==> src/rtl/mem_access_stage_pkg.sv <==
// Shared types for the memory-access stage: access-size codes and FSM states.
package mem_access_stage_pkg;

  typedef logic [1:0] mem_size_t;

  localparam mem_size_t SIZE_BYTE = 2'd0;
  localparam mem_size_t SIZE_HALF = 2'd1;
  localparam mem_size_t SIZE_WORD = 2'd2;

  typedef enum logic [1:0] {
    IDLE = 2'd0,
    REQ  = 2'd1,
    WAIT = 2'd2
  } state_t;

endpackage

==> src/rtl/mem_access_stage_load_extract.sv <==
// Load-data lane selection with zero/sign extension of byte and half accesses.
module load_extract
  import mem_access_stage_pkg::*;
#(
  parameter int unsigned DATA_WIDTH = 32
) (
  input  logic [DATA_WIDTH-1:0] rdata_i,
  input  logic [1:0]            offset_i,
  input  mem_size_t             size_i,
  input  logic                  signed_i,
  output logic [DATA_WIDTH-1:0] data_o
);

  logic [DATA_WIDTH-1:0] lane;
  logic [7:0]            byte_sel;
  logic [15:0]           half_sel;

  always_comb begin
    lane     = rdata_i >> {offset_i, 3'b000};
    byte_sel = lane[7:0];
    half_sel = offset_i[1] ? rdata_i[31:16] : rdata_i[15:0];
    data_o   = rdata_i;
    case (size_i)
      SIZE_BYTE: data_o = {{(DATA_WIDTH-8){signed_i & byte_sel[7]}}, byte_sel};
      SIZE_HALF: data_o = {{(DATA_WIDTH-16){signed_i & half_sel[15]}}, half_sel};
      default:   data_o = rdata_i;
    endcase
  end

endmodule

==> src/rtl/mem_access_stage.sv <==
// MIPS M stage: ready/valid data-memory access and M/W pipeline registers.
// Define MEM_MISALIGN_TRAP_EN to trap misaligned half/word accesses (adds o_MisalignW).
module mem_access_stage
  import mem_access_stage_pkg::*;
#(
  parameter int unsigned DATA_WIDTH = 32,
  parameter int unsigned ADDR_REG_W = 5
) (
  input  logic                  i_clk,
  input  logic                  i_rst_n,
  input  logic [DATA_WIDTH-1:0] i_ALUOutM,
  input  logic [DATA_WIDTH-1:0] i_WriteDataM,
  input  logic                  i_MemReadM,
  input  logic                  i_MemWriteM,
  input  logic [1:0]            i_MemSizeM,
  input  logic                  i_MemSignedM,
  input  logic                  i_MemtoRegM,
  input  logic                  i_RegWriteM,
  input  logic [ADDR_REG_W-1:0] i_WriteRegM,
  output logic                  o_mem_req,
  output logic                  o_mem_we,
  output logic [DATA_WIDTH-1:0] o_mem_addr,
  output logic [DATA_WIDTH-1:0] o_mem_wdata,
  output logic [3:0]            o_mem_be,
  input  logic                  i_mem_ready,
  input  logic                  i_mem_rvalid,
  input  logic [DATA_WIDTH-1:0] i_mem_rdata,
  output logic [DATA_WIDTH-1:0] o_ALUOutW,
  output logic [DATA_WIDTH-1:0] o_ReadDataW,
  output logic                  o_MemtoRegW,
  output logic                  o_RegWriteW,
  output logic [ADDR_REG_W-1:0] o_WriteRegW,
  output logic                  o_StallM
`ifdef MEM_MISALIGN_TRAP_EN
  ,
  output logic                  o_MisalignW
`endif
);

  state_t                state_q, state_d;
  logic [DATA_WIDTH-1:0] addr_q, wdata_q;
  mem_size_t             size_q;
  logic                  signed_q, we_q, m2r_q, rw_q;
  logic [ADDR_REG_W-1:0] wreg_q;

  logic                  mem_op, misalign_m, latch, complete;
  logic [3:0]            be;
  logic [DATA_WIDTH-1:0] load_data;

  assign mem_op = i_MemReadM | i_MemWriteM;

`ifdef MEM_MISALIGN_TRAP_EN
  // Size codes 2 and 3 are both word accesses, so size[1] identifies a word.
  assign misalign_m = ((i_MemSizeM == SIZE_HALF) & i_ALUOutM[0]) |
                      (i_MemSizeM[1] & (|i_ALUOutM[1:0]));
`else
  assign misalign_m = 1'b0;
`endif

  always_comb begin
    state_d  = state_q;
    o_StallM = 1'b0;
    latch    = 1'b0;
    complete = 1'b0;
    case (state_q)
      IDLE: begin
        if (mem_op && !misalign_m) begin
          o_StallM = 1'b1;
          latch    = 1'b1;
          state_d  = REQ;
        end
      end
      REQ: begin
        if (i_mem_ready && we_q) begin
          complete = 1'b1;
          state_d  = IDLE;
        end else begin
          o_StallM = 1'b1;
          if (i_mem_ready) state_d = WAIT;
        end
      end
      WAIT: begin
        if (i_mem_rvalid) begin
          complete = 1'b1;
          state_d  = IDLE;
        end else begin
          o_StallM = 1'b1;
        end
      end
      default: state_d = IDLE;
    endcase
  end

  always_comb begin
    case (size_q)
      SIZE_BYTE: be = 4'b0001 << addr_q[1:0];
      SIZE_HALF: be = addr_q[1] ? 4'b1100 : 4'b0011;
      default:   be = 4'b1111;
    endcase
    case (size_q)
      SIZE_BYTE: o_mem_wdata = {4{wdata_q[7:0]}};
      SIZE_HALF: o_mem_wdata = {2{wdata_q[15:0]}};
      default:   o_mem_wdata = wdata_q;
    endcase
  end

  assign o_mem_req  = (state_q == REQ);
  assign o_mem_we   = o_mem_req & we_q;
  assign o_mem_be   = o_mem_req ? be : '0;
  assign o_mem_addr = {addr_q[DATA_WIDTH-1:2], 2'b00};

  load_extract #(
    .DATA_WIDTH(DATA_WIDTH)
  ) u_load_extract (
    .rdata_i  (i_mem_rdata),
    .offset_i (addr_q[1:0]),
    .size_i   (size_q),
    .signed_i (signed_q),
    .data_o   (load_data)
  );

  always_ff @(posedge i_clk) begin
    if (!i_rst_n) begin
      state_q     <= IDLE;
      addr_q      <= '0;
      wdata_q     <= '0;
      size_q      <= SIZE_BYTE;
      signed_q    <= 1'b0;
      we_q        <= 1'b0;
      m2r_q       <= 1'b0;
      rw_q        <= 1'b0;
      wreg_q      <= '0;
      o_ALUOutW   <= '0;
      o_ReadDataW <= '0;
      o_MemtoRegW <= 1'b0;
      o_RegWriteW <= 1'b0;
      o_WriteRegW <= '0;
`ifdef MEM_MISALIGN_TRAP_EN
      o_MisalignW <= 1'b0;
`endif
    end else begin
      state_q <= state_d;
      if (latch) begin
        addr_q   <= i_ALUOutM;
        wdata_q  <= i_WriteDataM;
        size_q   <= i_MemSizeM;
        signed_q <= i_MemSignedM;
        we_q     <= i_MemWriteM & ~i_MemReadM;
        m2r_q    <= i_MemtoRegM;
        rw_q     <= i_RegWriteM;
        wreg_q   <= i_WriteRegM;
      end
`ifdef MEM_MISALIGN_TRAP_EN
      o_MisalignW <= (state_q == IDLE) & mem_op & misalign_m;
`endif
      // A memory op in IDLE registers a bubble; its real result arrives on completion.
      if (state_q == IDLE) begin
        o_ALUOutW   <= i_ALUOutM;
        o_MemtoRegW <= i_MemtoRegM;
        o_RegWriteW <= i_RegWriteM & ~mem_op;
        o_WriteRegW <= i_WriteRegM;
      end else if (complete) begin
        o_ALUOutW   <= addr_q;
        o_MemtoRegW <= m2r_q;
        o_RegWriteW <= rw_q;
        o_WriteRegW <= wreg_q;
        if (!we_q) o_ReadDataW <= load_data;
      end else begin
        o_RegWriteW <= 1'b0;
      end
    end
  end

endmodule

==> config.mk <==
export PLATFORM = sky130hd
export DESIGN_NAME = mem_access_stage
export DESIGN_NICKNAME = d
export VERILOG_FILES = /design/src/rtl/mem_access_stage_pkg.sv /design/src/rtl/mem_access_stage_load_extract.sv /design/src/rtl/mem_access_stage.sv
export SDC_FILE = /design/constraint.sdc
export NUM_CORES = 1
export LEC_CHECK = 0
export ABC_AREA = 1
export BUFFER_PORTS_ARGS = -buffer_cell sky130_fd_sc_hd__buf_2
export CAP_MARGIN = 10
export CELL_PAD_IN_SITES_DETAIL_PLACEMENT = 1
export CELL_PAD_IN_SITES_GLOBAL_PLACEMENT = 1
export CORE_ASPECT_RATIO = 1.1
export CORE_MARGIN = 4
export CORE_UTILIZATION = 38
export CTS_BUF_LIST = sky130_fd_sc_hd__clkbuf_2 sky130_fd_sc_hd__clkbuf_4 sky130_fd_sc_hd__clkbuf_8
export CTS_CLUSTER_DIAMETER = 40
export DETAILED_ROUTE_END_ITERATION = 6
export GPL_TIMING_DRIVEN = 0
export PLACE_DENSITY = 0.84
export SLEW_MARGIN = 40
export SYNTH_ARGS = -nofsm -noshare
export SYNTH_HDL_FRONTEND = slang
export SYNTH_SLANG_ARGS = --single-unit
==> constraint.sdc <==
create_clock -name i_clk -period 3 [get_ports i_clk]
set_clock_uncertainty 0.2 [all_clocks]
set_input_delay 0.3 -clock i_clk [delete_from_list [all_inputs] [get_ports i_clk]]
set_output_delay 0.3 -clock i_clk [all_outputs]
set_load 0.05 [all_outputs]
# --- After elaboration in Yosys (flattened, before gate mapping) ---
# Index checks and enable logic that the tools add are counted.
classes:
  eq_ne: 6
  shifts: 2
  mux: 27
  n_bitwise: 10
  n_reduce_logical: 6
op_table:
  columns: ["op", "count"]
  rows:
  - ["32-bit case mux with 2 select lines", 2]
  - ["32-bit two-way mux", 2]
  - ["32-bit by 5-bit >> shifter with 8-bit output", 1]
  - ["16-bit two-way mux", 1]
  - ["1-bit two-way mux", 10]
  - ["5-bit two-way mux", 2]
  - ["2-bit two-way mux", 4]
  - ["4-bit two-way mux", 2]
  - ["4-bit case mux with 2 select lines", 1]
  - ["2-bit case mux with 3 select lines", 1]
  - ["3-bit AND reduction", 2]
  - ["1-bit bitwise AND", 5]
  - ["2-bit by 1-bit equality test with 1-bit output (second input constant)", 2]
  - ["2-bit zero test", 2]
  - ["2-bit != test (second input constant)", 2]
  - ["1-bit inverter", 4]
  - ["1-bit by 2-bit << shifter with 4-bit output (first input constant)", 1]
  - ["3-bit by 1-bit != test with 1-bit output (second input constant)", 1]
  - ["1-bit case mux with 3 select lines", 1]
  - ["2-bit equality test (second input constant)", 1]
  - ["1-bit case mux with 2 select lines", 1]
  - ["2-bit nonzero test", 1]
  - ["1-bit logical AND", 1]
  - ["1-bit OR", 1]
totals:
  ff_bits: 148
  output_inout_bits: 142
  elab_cells: 65

# --- Depth between registers and ports, before layout ---
logic_depth:
  ltp_word: 5
  mapped_depth: 10

# --- Cells and area by module ---
# A second synthesis with hierarchy kept.
hier_totals:
  hier_cells: 1165
  area_unflattened_um2: 7731.2
modules_own_cells:
  columns: ["mod", "n_inst", "cells_each", "area_per_inst_um2", "seq_area_each_um2"]
  rows:
  - ["mem_access_stage", 1, 1012, 6822.8, 2962.8]
  - ["load_extract", 1, 153, 908.4, 0.0]

# --- Worst setup path after synthesis ---
# OpenSTA, ideal clock, no wires.
synth_timing:
  path_type: "register -> output"
  startpoint: "register state_q[1]"
  endpoint: "output port o_mem_be[1]"
  arrival_ns: 2.243
  path_slack_ns: 0.257
  path_stages_with_launch: 5
  path_buffers: 0
  cell_sequence: "dfxtp_1 inv_1 ha_1 inv_1 a211oi_1"
synth_between:
  elab_chain_cells: 2
synth_rtl:
  columns: ["element", "line_no", "text"]
  rows:
  - ["from (decl)", "mem_access_stage.sv:40", "state_t state_q, state_d;"]
  - ["from (signal assigned)", "mem_access_stage.sv:142", "state_q <= state_d;"]
  - ["2-bit by 1-bit equality test with 1-bit output", "mem_access_stage.sv:107", "assign o_mem_req = (state_q == REQ);"]
  - ["via o_mem_req", "mem_access_stage.sv:20", "output logic o_mem_req,"]
  - ["4-bit two-way mux", "mem_access_stage.sv:109", "assign o_mem_be = o_mem_req ? be : '0;"]
  - ["to (decl)", "mem_access_stage.sv:24", "output logic [3:0] o_mem_be,"]
# The timed path passes the listed nets, and every way through them passes these cells.

# --- Final worst setup path ---
layout_timing:
  startpoint: "register state_q[1]"
  endpoint: "output port o_StallM"
layout_between:
  elab_chain_cells: 2
layout_rtl:
  columns: ["element", "line_no", "text"]
  rows:
  - ["2-bit equality test (tied with other cells)", "mem_access_stage.sv:65", "case (state_q)"]
  - ["1-bit case mux with 3 select lines *", "mem_access_stage.sv:65", null]
  - ["to (decl)", "mem_access_stage.sv:33", "output logic o_StallM"]
# Mark *: on every way between the ends. The rest lies on a longest branch, timed or not.

==> impl_metrics.json <==
{
  "status": "completed",
  "cpPeakStageDelay_ns": 0.34,
  "dr.pass1.iters": 5,
  "nets": 1424,
  "synth-seq-cells": 148,
  "synthTopCellsByArea": "dfxtp_1, nand2_1, a21oi_1",
  "fin_tns_setup_ns": 0,
  "cts_setup_buffers": 0,
  "hp-start": "i_mem_rdata[23]",
  "synthXorXnorAreaFrac_pct": 0,
  "powerDensity_nw_per_um2": 1030,
  "core_sq_um": 17700,
  "ant_nets": 0,
  "clock-sinks": 148,
  "cts_root_buffer": "clkbuf_8",
  "slew_headroom_pct": 60.5,
  "synth_top_family_by_area": "simple AND/OR/NAND/NOR gates",
  "p_seq_share_pct": 27.7,
  "grt_setup_unrepaired": "no",
  "drt_iter0_drc": 529,
  "final_cell_mix": "buf_2, nand2_1, dfxtp_1",
  "setup_ws_ns": 0.223,
  "clockBufferDepth": 2,
  "cp-start-kind": "flip-flop",
  "cp_slowest_cell": "dfxtp_1",
  "viasPerCell": 5.15,
  "fp.dieArea_sq_um": 20200,
  "post-route-drc-count": 0,
  "track_usage_pct": 28.0,
  "synthMuxAreaShare_pct": 0,
  "netSwitchingPower_mw": 5.28,
  "seq_area_frac_synth_pct": 43.3,
  "worstSetupPathType": "flip-flop to output pin",
  "cp-end-kind": "output pin",
  "synth_top_cell_by_area": "dfxtp_1",
  "num_rows": 51,
  "worstPathArrival_ns": 2.28,
  "chipWidth_microns": 136,
  "yosys_most_used_dff": "dfxtp_1",
  "gp_congestion": 0.897,
  "dr_total_vias": 8029,
  "period_needed_ns": 2.78,
  "synthCells": 939,
  "layout_commonest_cell": "buf_2",
  "min_path_type": "input port to flip-flop",
  "critPathBufInv": 5,
  "post-route-period-util_pct": 92.6,
  "place_worst_setup_slack_ns": 0.517,
  "grt_pass1_wl_mm": 44.7,
  "path_clk_slew_ns": 0.09,
  "crit_path_cell_trace": "inv_1, ha_1, buf_4, inv_2, nor2_2, clkbuf_2, nor3_1, nor2_1, buf_2",
  "synth_edf_count": 0,
  "antenna_found_initial": 3,
  "maxCapViolCount": 0,
  "synth.top_cell.area_share_pct": 43.3,
  "yosys.area_share.adder_pct": 0.913,
  "p_int_mw": 4.81,
  "crit_required_ns": 2.50,
  "fp.dieH_microns": 149,
  "synth_area_sq_um": 6850,
  "peakVddDrop_mv": 0.588,
  "p_leak_nw": 4.72,
  "synth_cell_type_count": 29,
  "htreeDepth": 4,
  "grt_pass1_vias": 8404,
  "fmax_ghz": 0.360,
  "clock_latency_ns": 0.45,
  "whs_ns": 0.0318,
  "dp.final_hpwl_mm": 19.5,
  "cpLargestDelayFamily": "buffers and inverters",
  "syn_area_per_cell_sq_um": 7.29,
  "synth-simple-area-share_pct": 21.9,
  "rr_worst_depth": 11,
  "setup_viol": 0,
  "tritoncts": "built",
  "rr_startpoint": "state_q[0]",
  "worstPathMaxFanout": 10,
  "pwr-share-clk_pct": 17.1,
  "p_sw_share_pct": 52.4,
  "grt_max_degree": 17,
  "ys_warn_count": 0,
  "synth_compound_area_share_pct": 20.7,
  "synth-async-reset-ratio_pct": 0,
  "area_growth_pct": 43.4,
  "gr-total-overflow": 0,
  "finalMaxSlewViolations": 0,
  "tightestPinTransition_ns": 0.592,
  "pin_count": 254,
  "r2r_slack_ns": 0.30,
  "io_buffers": 250,
  "hold_end": "o_ReadDataW[23]",
  "drt-total-wl_mm": 29.0,
  "numCtsBuffers": 17,
  "p_comb_share_pct": 55.2,
  "hold_path_depth": 5,
  "initial_utilization_pct": 38.7,
  "reg2reg_to": "o_ReadDataW[10]",
  "post-route-util_pct": 55.6,
  "hold_violations": 0,
  "drive_above_1_share_pct": 29.4,
  "wl_per_cell_microns": 18.6
}
==> layer usage <==
metal  routed length (microns)  GRT usage [%]  vias up
li1                          -              -     3813
met1                     11500           32.6     3829
met2                     14700           49.3      306
met3                      1740           6.41       79
met4                      1080           11.7        2
met5                         8              0        -
==> worst max path at each step <==
stage,endpoint,slack (ns),depth (start not counted),from
after global placement,o_StallM,0.56,9,state_q[1]
final,o_StallM,0.22,9,state_q[1]
after floorplan,o_mem_be[1],0.26,4,state_q[1]
after CTS,o_StallM,0.18,9,state_q[1]
after global routing,o_StallM,0.04,9,state_q[0]
after detailed placement,o_StallM,0.52,9,state_q[1]
==> flip-flops by register name (all words and copies together) (netlist names), 2 cells and up <==
name	cells
o_ALUOutW	32
o_WriteRegW	5
addr_q	32
wreg_q	5
state_q	2
size_q	2
o_ReadDataW	32
wdata_q	32
==> area by class of cell <==
| cell class | count | area, sq um |
|---|---|---|
| diodes | 2 | 5.00 |
| plain buffers | 108 | 651 |
| clock buffers | 20 | 269 |
| clock inverters | 12 | 166 |
| fillers | 2312 | 7850 |
| inverters | 68 | 255 |
| multi-input cells | 616 | 2990 |
| flip-flops and latches | 148 | 2960 |
| well taps | 238 | 298 |
| repair buffers | 348 | 2230 |
==> cells by family after synthesis <==
| group | count (synthesis) |
|---|---|
| buffers and inverters | 176 |
| adder cells (fa/ha/maj) | 5 |
| flip-flops | 148 |
| AO/OA/AOI/OAI | 253 |
| AND/OR/NAND/NOR | 356 |
| other | 1 |
==> cell usage after synthesis, types with 7 or more instances <==
library cell    n
a21oi_1       111
a31oi_1        38
buf_2          27
buf_4          52
clkbuf_1       25
dfxtp_1       148
inv_1          62
nand2_1       240
nand3_1        73
nor2_1         21
o21a_1         24
o21ai_0        55
o21ai_1         8
o221ai_1        8
o22ai_1         7
or2_2           8
==> worst reg2reg max path, cell delays in order (launching register included) <==
cell and delay, ns:
dfxtp_1 0.40, inv_1 0.10, ha_1 0.20, buf_4 0.18, nor2_1 0.12, nand3_2 0.22, buf_2 0.27, a21oi_1 0.15
nand3_1 0.10, dlygate4sd3_1 0.57, nand2_1 0.06, inv_1 0.03
==> stage by stage <==
step | instances | area [sq um] | power (mW)
floorplan | 940 | 6850 | 6.71
global placement | 1428 | 8400 | 8.08
detailed placement | 1428 | 8400 | 8.17
CTS | 1558 | 9820 | 10.0
global route | 1560 | 9820 | 10.6
finish | 1560 | 9820 | 10.1
==> power by group through the flow <==
stage                     sequential, mW  clock (mW)  combinational, mW
after global routing                2.85        1.84               5.94
after global placement              2.79           0               5.29
after CTS                           2.77        1.75               5.49
after floorplan                     3.38           0               3.33
after detailed placement            2.80           0               5.37
final                               2.79        1.73               5.57
==> timing repair <==
action,4_1_cts,5_1_grt
hold endpoints to repair,131,0
endpoints found under the setup margin,1,0
hold buffers,98,0
resized for setup,1,0
No activity file was read; power rests on OpenSTA's default activity.
